--- config.mk ---
export PLATFORM = sky130hd
export DESIGN_NAME = amo_lrsc_shim
export DESIGN_NICKNAME = d
export VERILOG_FILES = /design/src/rtl/amo_lrsc_shim.sv
export SDC_FILE = /design/constraint.sdc
export NUM_CORES = 1
export LEC_CHECK = 0
export ABC_AREA = 1
export CELL_PAD_IN_SITES_DETAIL_PLACEMENT = 0
export CELL_PAD_IN_SITES_GLOBAL_PLACEMENT = 1
export CORE_MARGIN = 1
export CORE_UTILIZATION = 42
export CTS_CLUSTER_DIAMETER = 200
export CTS_CLUSTER_SIZE = 10
export DETAILED_ROUTE_END_ITERATION = 6
export PLACE_DENSITY_LB_ADDON = 0.1
export SLEW_MARGIN = 20
export SYNTH_ARGS = -nofsm -noshare
export SYNTH_HDL_FRONTEND = slang
export SYNTH_SLANG_ARGS = --single-unit
--- constraint.sdc ---
create_clock -name clk_i -period 9 [get_ports clk_i]
set_clock_uncertainty 0.15 [all_clocks]
set_input_delay 1.35 -clock clk_i [delete_from_list [all_inputs] [get_ports clk_i]]
set_output_delay 1.35 -clock clk_i [all_outputs]
set_load 0.01 [all_outputs]
--- src/rtl/amo_lrsc_shim.sv ---
// -----------------------------------------------------------------------------
// amo_lrsc_shim
//
// Atomic shim in front of a single-port SRAM bank with 1-cycle read latency.
// The shim owns the bank exclusively. Plain loads/stores feed straight
// through. AMOs (Swap..CAS) run as read-modify-write: the grant cycle reads
// the bank, and the following AmoWrite cycle writes the ALU result back while
// new requests are held off. LR/SC use one reservation slot per master; any
// bank write kills every reservation on the written address.
//
// Ports
//   clk_i, rst_ni              clock, asynchronous active-low reset
//   in_req_i / in_gnt_o        request / grant handshake
//   in_add_i                   word address
//   in_amo_i                   0 none, 1 swap, 2 add, 3 and, 4 or, 5 xor,
//                              6 max, 7 maxu, 8 min, 9 minu, A cas, B lr, C sc
//   in_wen_i                   1 store, 0 load (plain accesses only)
//   in_wdata_i, in_be_i        write data / AMO operand, byte enables
//   in_id_i                    master ID
//   in_rdata_o, in_rvalid_o,
//   in_rid_o                   response, one cycle after each grant
//   out_req_o, out_add_o, out_wen_o, out_wdata_o, out_be_o
//                              bank request side
//   out_rdata_i                bank read data, valid one cycle after a read
// -----------------------------------------------------------------------------
module amo_lrsc_shim #(
    parameter int unsigned AddrMemWidth = 32,
    parameter int unsigned DataWidth    = 64,
    parameter int unsigned NumMasters   = 8,
    parameter int unsigned IdWidth      = (NumMasters > 1) ? $clog2(NumMasters) : 1
) (
    input  logic                    clk_i,
    input  logic                    rst_ni,
    input  logic                    in_req_i,
    output logic                    in_gnt_o,
    input  logic [AddrMemWidth-1:0] in_add_i,
    input  logic [3:0]              in_amo_i,
    input  logic                    in_wen_i,
    input  logic [DataWidth-1:0]    in_wdata_i,
    input  logic [DataWidth/8-1:0]  in_be_i,
    input  logic [IdWidth-1:0]      in_id_i,
    output logic [DataWidth-1:0]    in_rdata_o,
    output logic                    in_rvalid_o,
    output logic [IdWidth-1:0]      in_rid_o,
    output logic                    out_req_o,
    output logic [AddrMemWidth-1:0] out_add_o,
    output logic                    out_wen_o,
    output logic [DataWidth-1:0]    out_wdata_o,
    output logic [DataWidth/8-1:0]  out_be_o,
    input  logic [DataWidth-1:0]    out_rdata_i
);

    localparam int unsigned BeWidth = DataWidth / 8;

    typedef enum logic [3:0] {
        AMO_NONE = 4'h0, AMO_SWAP = 4'h1, AMO_ADD  = 4'h2, AMO_AND  = 4'h3,
        AMO_OR   = 4'h4, AMO_XOR  = 4'h5, AMO_MAX  = 4'h6, AMO_MAXU = 4'h7,
        AMO_MIN  = 4'h8, AMO_MINU = 4'h9, AMO_CAS  = 4'hA, AMO_LR   = 4'hB,
        AMO_SC   = 4'hC
    } amo_op_e;

    typedef enum logic {
        Idle,
        AmoWrite
    } state_e;

    state_e  state_q, state_d;

    // Latched AMO context, used during the write-back cycle.
    amo_op_e                 op_q;
    logic [AddrMemWidth-1:0] addr_q;
    logic                    upper_q;
    logic [31:0]             b_q, cmp_q, swap_q;

    // Response bookkeeping.
    logic               rvalid_q;
    logic [IdWidth-1:0] rid_q;
    logic               sc_resp_q, sc_fail_q;

    // Reservations: one slot per master.
    logic [NumMasters-1:0]   resv_valid_q, resv_valid_d;
    logic [AddrMemWidth-1:0] resv_addr_q [NumMasters];

    // Request decode.
    logic is_amo, is_lr, is_sc, is_plain, id_ok, fire, sc_success, bank_write;

    assign is_amo   = (in_amo_i >= 4'(AMO_SWAP)) && (in_amo_i <= 4'(AMO_CAS));
    assign is_lr    = (in_amo_i == 4'(AMO_LR));
    assign is_sc    = (in_amo_i == 4'(AMO_SC));
    assign is_plain = !is_amo && !is_lr && !is_sc;
    assign id_ok    = (32'(in_id_i) < NumMasters);
    assign fire     = (state_q == Idle) && in_req_i;

    assign sc_success = is_sc && id_ok && resv_valid_q[in_id_i]
                        && (resv_addr_q[in_id_i] == in_add_i);

    // Word selection between the request, the bank and the 32-bit ALU.
    logic               upper_sel;
    logic [31:0]        wdata_word, cmp_word, swap_word, a_word, result;
    logic [BeWidth-1:0] amo_be;
    logic [DataWidth-1:0] amo_wdata, amo_rdata;

    if (DataWidth == 64) begin : g_dw64
        assign upper_sel  = in_be_i[4];
        assign wdata_word = upper_sel ? in_wdata_i[63:32] : in_wdata_i[31:0];
        assign cmp_word   = in_wdata_i[31:0];
        assign swap_word  = in_wdata_i[63:32];
        assign a_word     = upper_q ? out_rdata_i[63:32] : out_rdata_i[31:0];
        assign amo_be     = upper_q ? 8'hF0 : 8'h0F;
        assign amo_wdata  = upper_q ? {result, 32'h0} : {32'h0, result};
        assign amo_rdata  = upper_q ? {a_word, 32'h0} : {32'h0, a_word};
    end else if (DataWidth == 32) begin : g_dw32
        assign upper_sel  = 1'b0;
        assign wdata_word = in_wdata_i;
        assign cmp_word   = '0;
        assign swap_word  = '0;
        assign a_word     = out_rdata_i;
        assign amo_be     = 4'hF;
        assign amo_wdata  = result;
        assign amo_rdata  = a_word;
    end else begin : g_bad_width
        $fatal(1, "amo_lrsc_shim: DataWidth must be 32 or 64");
    end

    // A single 33-bit subtract serves every compare: the extra top bit is the
    // sign copy for signed ops and zero for unsigned ones, so bit 32 is a<b.
    logic        cmp_signed, a_lt_b;
    logic [32:0] diff;

    assign cmp_signed = (op_q == AMO_MAX) || (op_q == AMO_MIN);
    assign diff       = {cmp_signed & a_word[31], a_word} - {cmp_signed & b_q[31], b_q};
    assign a_lt_b     = diff[32];

    // NOTE: every output of a combinational block gets a default first, so no
    // path through the case statement can leave a value held (no latch).
    always_comb begin
        result = a_word;
        unique case (op_q)
            AMO_SWAP:            result = b_q;
            AMO_ADD:             result = a_word + b_q;
            AMO_AND:             result = a_word & b_q;
            AMO_OR:              result = a_word | b_q;
            AMO_XOR:             result = a_word ^ b_q;
            AMO_MAX, AMO_MAXU:   result = a_word_lt_sel(1'b1);
            AMO_MIN, AMO_MINU:   result = a_word_lt_sel(1'b0);
            // The write is issued even on a compare miss; it rewrites the old value.
            AMO_CAS:             result = (DataWidth == 64 && a_word == cmp_q) ? swap_q : a_word;
            default:             result = a_word;
        endcase
    end

    function automatic logic [31:0] a_word_lt_sel(input logic pick_max);
        if (pick_max) return a_lt_b ? b_q : a_word;
        else          return a_lt_b ? a_word : b_q;
    endfunction

    // Next state and bank/grant outputs.
    always_comb begin
        state_d     = state_q;
        in_gnt_o    = 1'b0;
        out_req_o   = 1'b0;
        out_add_o   = in_add_i;
        out_wen_o   = 1'b0;
        out_wdata_o = in_wdata_i;
        out_be_o    = in_be_i;
        unique case (state_q)
            Idle: begin
                in_gnt_o  = in_req_i;
                // A failing SC never reaches the bank.
                out_req_o = in_req_i && !(is_sc && !sc_success);
                out_wen_o = is_sc || (is_plain && in_wen_i);
                if (in_req_i && is_amo) state_d = AmoWrite;
            end
            AmoWrite: begin
                out_req_o   = 1'b1;
                out_wen_o   = 1'b1;
                out_add_o   = addr_q;
                out_wdata_o = amo_wdata;
                out_be_o    = amo_be;
                state_d     = Idle;
            end
            default: state_d = Idle;
        endcase
    end

    assign bank_write = out_req_o && out_wen_o;

    // Reservation update: writes invalidate matching slots first, then the
    // requesting master's own LR sets or SC clears its slot.
    always_comb begin
        resv_valid_d = resv_valid_q;
        if (bank_write) begin
            for (int unsigned i = 0; i < NumMasters; i++) begin
                if (resv_addr_q[i] == out_add_o) resv_valid_d[i] = 1'b0;
            end
        end
        if (fire && id_ok) begin
            if (is_sc) resv_valid_d[in_id_i] = 1'b0;
            if (is_lr) resv_valid_d[in_id_i] = 1'b1;
        end
    end

    // NOTE: sequential state uses non-blocking assignments so every register
    // samples the pre-edge values regardless of statement order.
    always_ff @(posedge clk_i or negedge rst_ni) begin
        if (!rst_ni) begin
            state_q      <= Idle;
            resv_valid_q <= '0;
            rvalid_q     <= 1'b0;
            rid_q        <= '0;
            sc_resp_q    <= 1'b0;
            sc_fail_q    <= 1'b0;
        end else begin
            state_q      <= state_d;
            resv_valid_q <= resv_valid_d;
            rvalid_q     <= fire;
            if (fire) begin
                rid_q     <= in_id_i;
                sc_resp_q <= is_sc;
                sc_fail_q <= !sc_success;
            end
        end
    end

    // NOTE: reservation addresses and AMO operands carry no reset; they are
    // only ever read when qualified by a reset valid bit or by state_q.
    always_ff @(posedge clk_i) begin
        if (fire && is_amo) begin
            op_q    <= amo_op_e'(in_amo_i);
            addr_q  <= in_add_i;
            upper_q <= upper_sel;
            b_q     <= wdata_word;
            cmp_q   <= cmp_word;
            swap_q  <= swap_word;
        end
        if (fire && is_lr && id_ok) resv_addr_q[in_id_i] <= in_add_i;
    end

    // CAS needs a 64-bit operand to carry both compare and swap values.
    always_ff @(posedge clk_i) begin
        if (DataWidth == 32 && state_q == AmoWrite && op_q == AMO_CAS) begin
            $error("amo_lrsc_shim: CAS is not supported with DataWidth=32");
        end
    end

    // Responses: AMOs return the old word in its half, SC returns its status
    // flag, everything else returns the bank data.
    always_comb begin
        if (state_q == AmoWrite) in_rdata_o = amo_rdata;
        else if (sc_resp_q)      in_rdata_o = {{(DataWidth-1){1'b0}}, sc_fail_q};
        else                     in_rdata_o = out_rdata_i;
    end

    assign in_rvalid_o = rvalid_q;
    assign in_rid_o    = rid_q;

endmodule

# [After elaboration in Yosys (flattened, before gate mapping)]
# Memories as Yosys holds them, arrays and structs flattened.
# Index checks and enable logic that the tools add are counted.
# W data, S select, Z words.
[op_classes] order_cmp=4 n_mux=38 n_bitwise=9 reduce_logical=23 n_addsub=2 n_eq_ne=22
[op_table] operator="$eq A32 B32 Y1" count=10
[op_table] operator="$mux W64" count=5
[op_table] operator="$pmux W32 S8" count=1
[op_table] operator="$mux W32" count=6
[op_table] operator="$mux W8" count=7
[op_table] operator="$sub A33 B33 Y33" count=1
[op_table] operator="$add A32 B32 Y32" count=1
[op_table] operator="$and A32 B32 Y32" count=1
[op_table] operator="$or A32 B32 Y32" count=1
[op_table] operator="$xor A32 B32 Y32" count=1
[op_table] operator="$eq A4 B4 Y1 const B" count=5
[op_table] operator="$eq A4 B3 Y1 const B" count=4
[op_table] operator="$logic_and A1 B1 Y1" count=14
[op_table] operator="$mux W1" count=14
[op_table] operator="$and A8 B8 Y8" count=1
[op_table] operator="$eq A4 B2 Y1 const B" count=2
[op_table] operator="$not A8 Y8" count=1
[op_table] operator="$or A8 B8 Y8" count=1
[op_table] operator="$pmux W1 S2" count=3
[op_table] operator="$logic_not A1 Y1" count=5
[op_table] operator="$eq A4 B1 Y1 const B" count=1
[op_table] operator="$ge A4 B1 Y1 const B" count=1
[op_table] operator="$le A4 B4 Y1 const B" count=1
[op_table] operator="$lt A3 B4 Y1 const B" count=1
[op_table] operator="other kinds (7)" count=10
[word_totals] elab_cells=111 regBits=148 output_inout_bits=175 n_memories=1 mem_bits_rw=256
[memory_table] memory="resv_addr_q" depth=8 width=32 read_ports=9 rd_ports_with_merged_regs=0 wr=1 line_no="82" source="logic [AddrMemWidth-1:0] resv_addr_q [NumMasters];"

# [Longest topological paths before layout]
[depth] ltp_word=17 mapped_depth=26

# [Worst setup path after synthesis]
# Ideal clock, no wire load.
[synth_path] kind="input -> register" start="input in_req_i" end="register addr_q[0] (enable)" n_path_buf=0 arrival_ns=7.299 slack_ns=0.924 cell_stages=4 required_ns=8.224 cell_sequence="nand2_1 -> inv_1 -> nand2_1 -> nor2_1"
[synth_via] elab_chain_cells=2
[synth_rtl] item="start: declaration" line_no="34" source="input logic in_req_i,"
[synth_rtl] item="$logic_and A1 B1 Y1" line_no="92" source="assign fire = (state_q == Idle) && in_req_i;"
[synth_rtl] item="$logic_and A1 B1 Y1" line_no="228" source="if (fire && is_amo) begin"
[synth_rtl] item="end signal: assignment" line_no="230" source="addr_q <= in_add_i;"
[synth_rtl] item="end: declaration" line_no="71" source="logic [AddrMemWidth-1:0] addr_q;"
# Every way passes these cells.
# A chain may end at the register's enable or synchronous reset.

# [Final worst setup path]
[layout_path] start="input out_rdata_i[19]" end="output out_wdata_o[5]"
[layout_via] elab_chain_cells=6
[layout_rtl] item="start: declaration" line_no="50" source="input logic [DataWidth-1:0] out_rdata_i"
[layout_rtl] item="$mux W32 *" line_no="108" source="assign a_word = upper_q ? out_rdata_i[63:32] : out_rdata_i[31:0];"
[layout_rtl] item="$sub A33 B33 Y33 or $eq A32 B32 Y1 (tied branches)" line_no="131, 147"
[layout_rtl] item="$mux W32, on equally long branches" line_no="154, 147, 153"
[layout_rtl] item="$pmux W32 S8 *" line_no="138" source="unique case (op_q)"
[layout_rtl] item="$mux W64 *" line_no="110" source="assign amo_wdata = upper_q ? {result, 32'h0} : {32'h0, result};"
[layout_rtl] item="$mux W64 *" line_no="166" source="unique case (state_q)"
[layout_rtl] item="end: declaration" line_no="48" source="output logic [DataWidth-1:0] out_wdata_o,"
# Every way passes the cells marked *; elsewhere a longest branch is shown, timed or not.

==> results.cfg <==
[global_routing]
grt_pass1_vias = 24600
overflow = 0
grt_max_degree = 144
antenna_found_initial = 2
grt_usage_pct = 30.9
grt_pass1_wl_mm = 156

[power]
powerDensity_nw_per_um2 = 157
seq_power_share_pct = 40.4
p_int_uw = 3590
p_sw_uw = 1720
switching_share_pct = 32.4
p_clk_share_pct = 33.4
ir_drop_mv = 0.151
power_frac_comb_pct = 26.2
leakagePower_uw = 0.0146

[placement]
gp_congestion = 0.968
dp_hpwl_mm = 76.3
dp_cells = 4715
numPortBuffers = 353

[worst_setup_path]
cp_slowest_stage_delay_ns = 0.56
cp_cell_sequence = clkdlybuf4s50_1, inv_1, o21ai_1, inv_1, ha_1, inv_1, a21oi_1, o21ai_0, nand2_1, nand3_1, a21oi_1, nand2_1, nand2_1, nand2_2, buf_4, nand2_1, nand3_1, nand3_1, nand3_1, o21ai_0, clkdlybuf4s50_1
arrival_ns = 6.15
crit_type = in2out
cp_slowest_cell = o21ai_1
crit_path_end_kind = output port
cp-start-kind = primary input
required_ns = 7.50
path_max_fanout = 44

[cts]
ctsHoldBuffers = 0
root_buffer = clkbuf_16
postCtsSetupBuffers = 0
cts_resized = 0
cts.reportedPaths.clkPinSlew_ns = 0.05
clock_latency_ns = 0.61
cts_tree = done
clockBufferDepth = 3
htreeDepth = 2
cts-buffers-inserted = 46
clkSinkCount = 404

[detailed_routing]
drtIter0Drc = 2184
wl_met1_mm = 43.8
vias_per_cell = 5.36
met2_length_mm = 51.4
drt-pass1-iter-count = 7
drc = 72
detail_route.wl_per_cell_um = 22.3
postRouteWirelength_mm = 107
num_vias = 25700
antenna_left = 0
wl_met3_mm = 6.15
top_layer_used = met4

[sta]
final_min_period_over_clock_period_pct = 85.0
fmax_ghz = 0.131
tightest_slew_ns = 1.06
maxSlewHeadroom_pct = 29.1
rsz0062_at_grt = no
setup_viol = 0
period_minus_slack_ns = 7.65
finalSetupTns_ns = 0
finalHoldViolCount = 0
slew_violations = 0

[finish]
mostFrequentLayoutCells = nand2_1, edfxtp_1, inv_1, clkdlybuf4s50_1, nand3_1
synthToLayoutAreaGrowth_pct = 20.6
final_common_cell = nand2_1
final_cells = 4792
fin_nets = 4175
drive_gt1_share_pct = 5.32

[synthesis]
synth_area_per_cell_um2 = 7.80
ys_types = 54
ys_warn_count = 0
synth.area.top_cells = edfxtp_1, nand2_1, inv_1, xor2_1, nand3_1
ys_ff_latch = 404
yosysTopAreaCell = edfxtp_1
synth.top_cell.area_share_pct = 41.6
synthArstFlopShare_pct = 3.71
syn_nets = 3877
ys.flop_type = edfxtp_1
synth_edf_count = 389
seq_area_frac_synth_pct = 42.9
netlist_area_um2 = 28100
netlist_instances = 3601

[floorplanning]
rows = 94
initial_core_util_pct = 42.6
die_x_um = 261
dieHeight_um = 261
io_pins = 354
die_area_um2 = 67900
core_um2 = 66000

[run_status]
violations = DRC
outcome = finished, violations left

[hold_path]
hp-class = reg2reg

[run]
maxCapViolCount = 0
[worst max-delay path: cells and delay by family]
family	cells	cell delay, ns
buf+inv	6	1.88
compound gates	5	1.12
fa+ha+maj	1	0.46
simple gates	9	1.29
[stage by stage]
| stage | total power, uW | hold slack (ns) | cell area [um^2] | utilization [%] | worst slack, ns |
|---|---|---|---|---|---|
| 2_1_floorplan | 2960 | 0.325 | 28100 | - | 0.924 |
| 3_3_place_gp | 3570 | 0.317 | 32500 | 49.3 | 1.54 |
| 6_report | 5320 | 0.333 | 33900 | 51.3 | 1.35 |
| 4_1_cts | 5330 | 0.337 | 33900 | 51.3 | 1.38 |
| 3_5_place_dp | 3570 | 0.323 | 32500 | 49.3 | 1.38 |
| 5_1_grt | 5520 | 0.364 | 33900 | 51.3 | 1.01 |
[area by class of cell]
class	instances	area, um^2
Timing Repair Buffer	408	3950
Clock inverter	3	68.8
Fill cell	6499	32100
Antenna cell	2	5.00
Multi-Input combinational cell	2653	14000
Inverter	386	1450
Sequential cell	404	12100
Clock buffer	72	1270
Tap cell	864	1080
[layer usage]
layer,global-route usage [%],up-vias
met5,0,-
met4,14.7,0
met3,3.23,215
met2,52.6,931
met1,39.2,12100
li1,-,12400
[path summary, 6_finish.rpt]
| path | slack [ns] | from | cells past startpoint | to |
|---|---|---|---|---|
| max in group asynchronous | 6.77 | rst_ni | 1 | state_q |
| max | 1.35 | out_rdata_i[19] | 21 | out_wdata_o[5] |
| min | 0.33 | in_rid_o[2] | 2 | in_rid_o[2] |
| max reg2reg | 4.53 | state_q | 8 | cmp_q[20] |
| min in group asynchronous | 1.17 | rst_ni | 1 | resv_valid_q[7] |
| min reg2reg | 0.33 | in_rid_o[2] | 2 | in_rid_o[2] |
[synthesized netlist by cell type, drive strengths merged, types with 15 or more instances]
cell type     n
dfrtp        15
inv         380
xnor2        91
xor2        156
o21ai       185
nand3       252
a2111oi      16
a21oi        79
clkbuf       79
ha           96
nor2        246
edfxtp      389
nand2      1227
o211ai       25
nor3         39
buf          79
nand4        64
nor4         28
mux2         24
o22ai        42
nand3b       20
[kinds of logic (layout without fill, tap and decap cells)]
kind of cell | count (synthesis) | after routing | share of synthesized area, %
and+or+nand+nor | 1899 | 1899 | 28.1
buffers and inverters | 544 | 869 | 7.72
DFF | 404 | 404 | 42.9
AOI/OAI and AO/OA | 386 | 386 | 8.24
xor gates and xnor gates | 247 | 247 | 7.70
adders and majority gates | 97 | 97 | 4.35
muxes | 24 | 24 | 0.962
other | 0 | 2 | 0
[registers in the layout (all words and copies together), names as in the netlist]
name          flops
op_q              4
upper_q           1
in_rid_o          3
addr_q           32
resv_addr_q     256
b_q              32
cmp_q            32
sc_fail_q         1
in_rvalid_o       1
swap_q           32
sc_resp_q         1
state_q           1
resv_valid_q      8
[power by group through the flow]
stage / logic [uW] / clock network [uW] / registers (uW)
3_3_place_gp: 1380 / 0 / 2190
2_1_floorplan: 775 / 0 / 2180
5_1_grt: 1510 / 1860 / 2150
6_report: 1390 / 1780 / 2150
4_1_cts: 1390 / 1800 / 2150
3_5_place_dp: 1380 / 0 / 2190
Power figures use the tool's default switching activity.
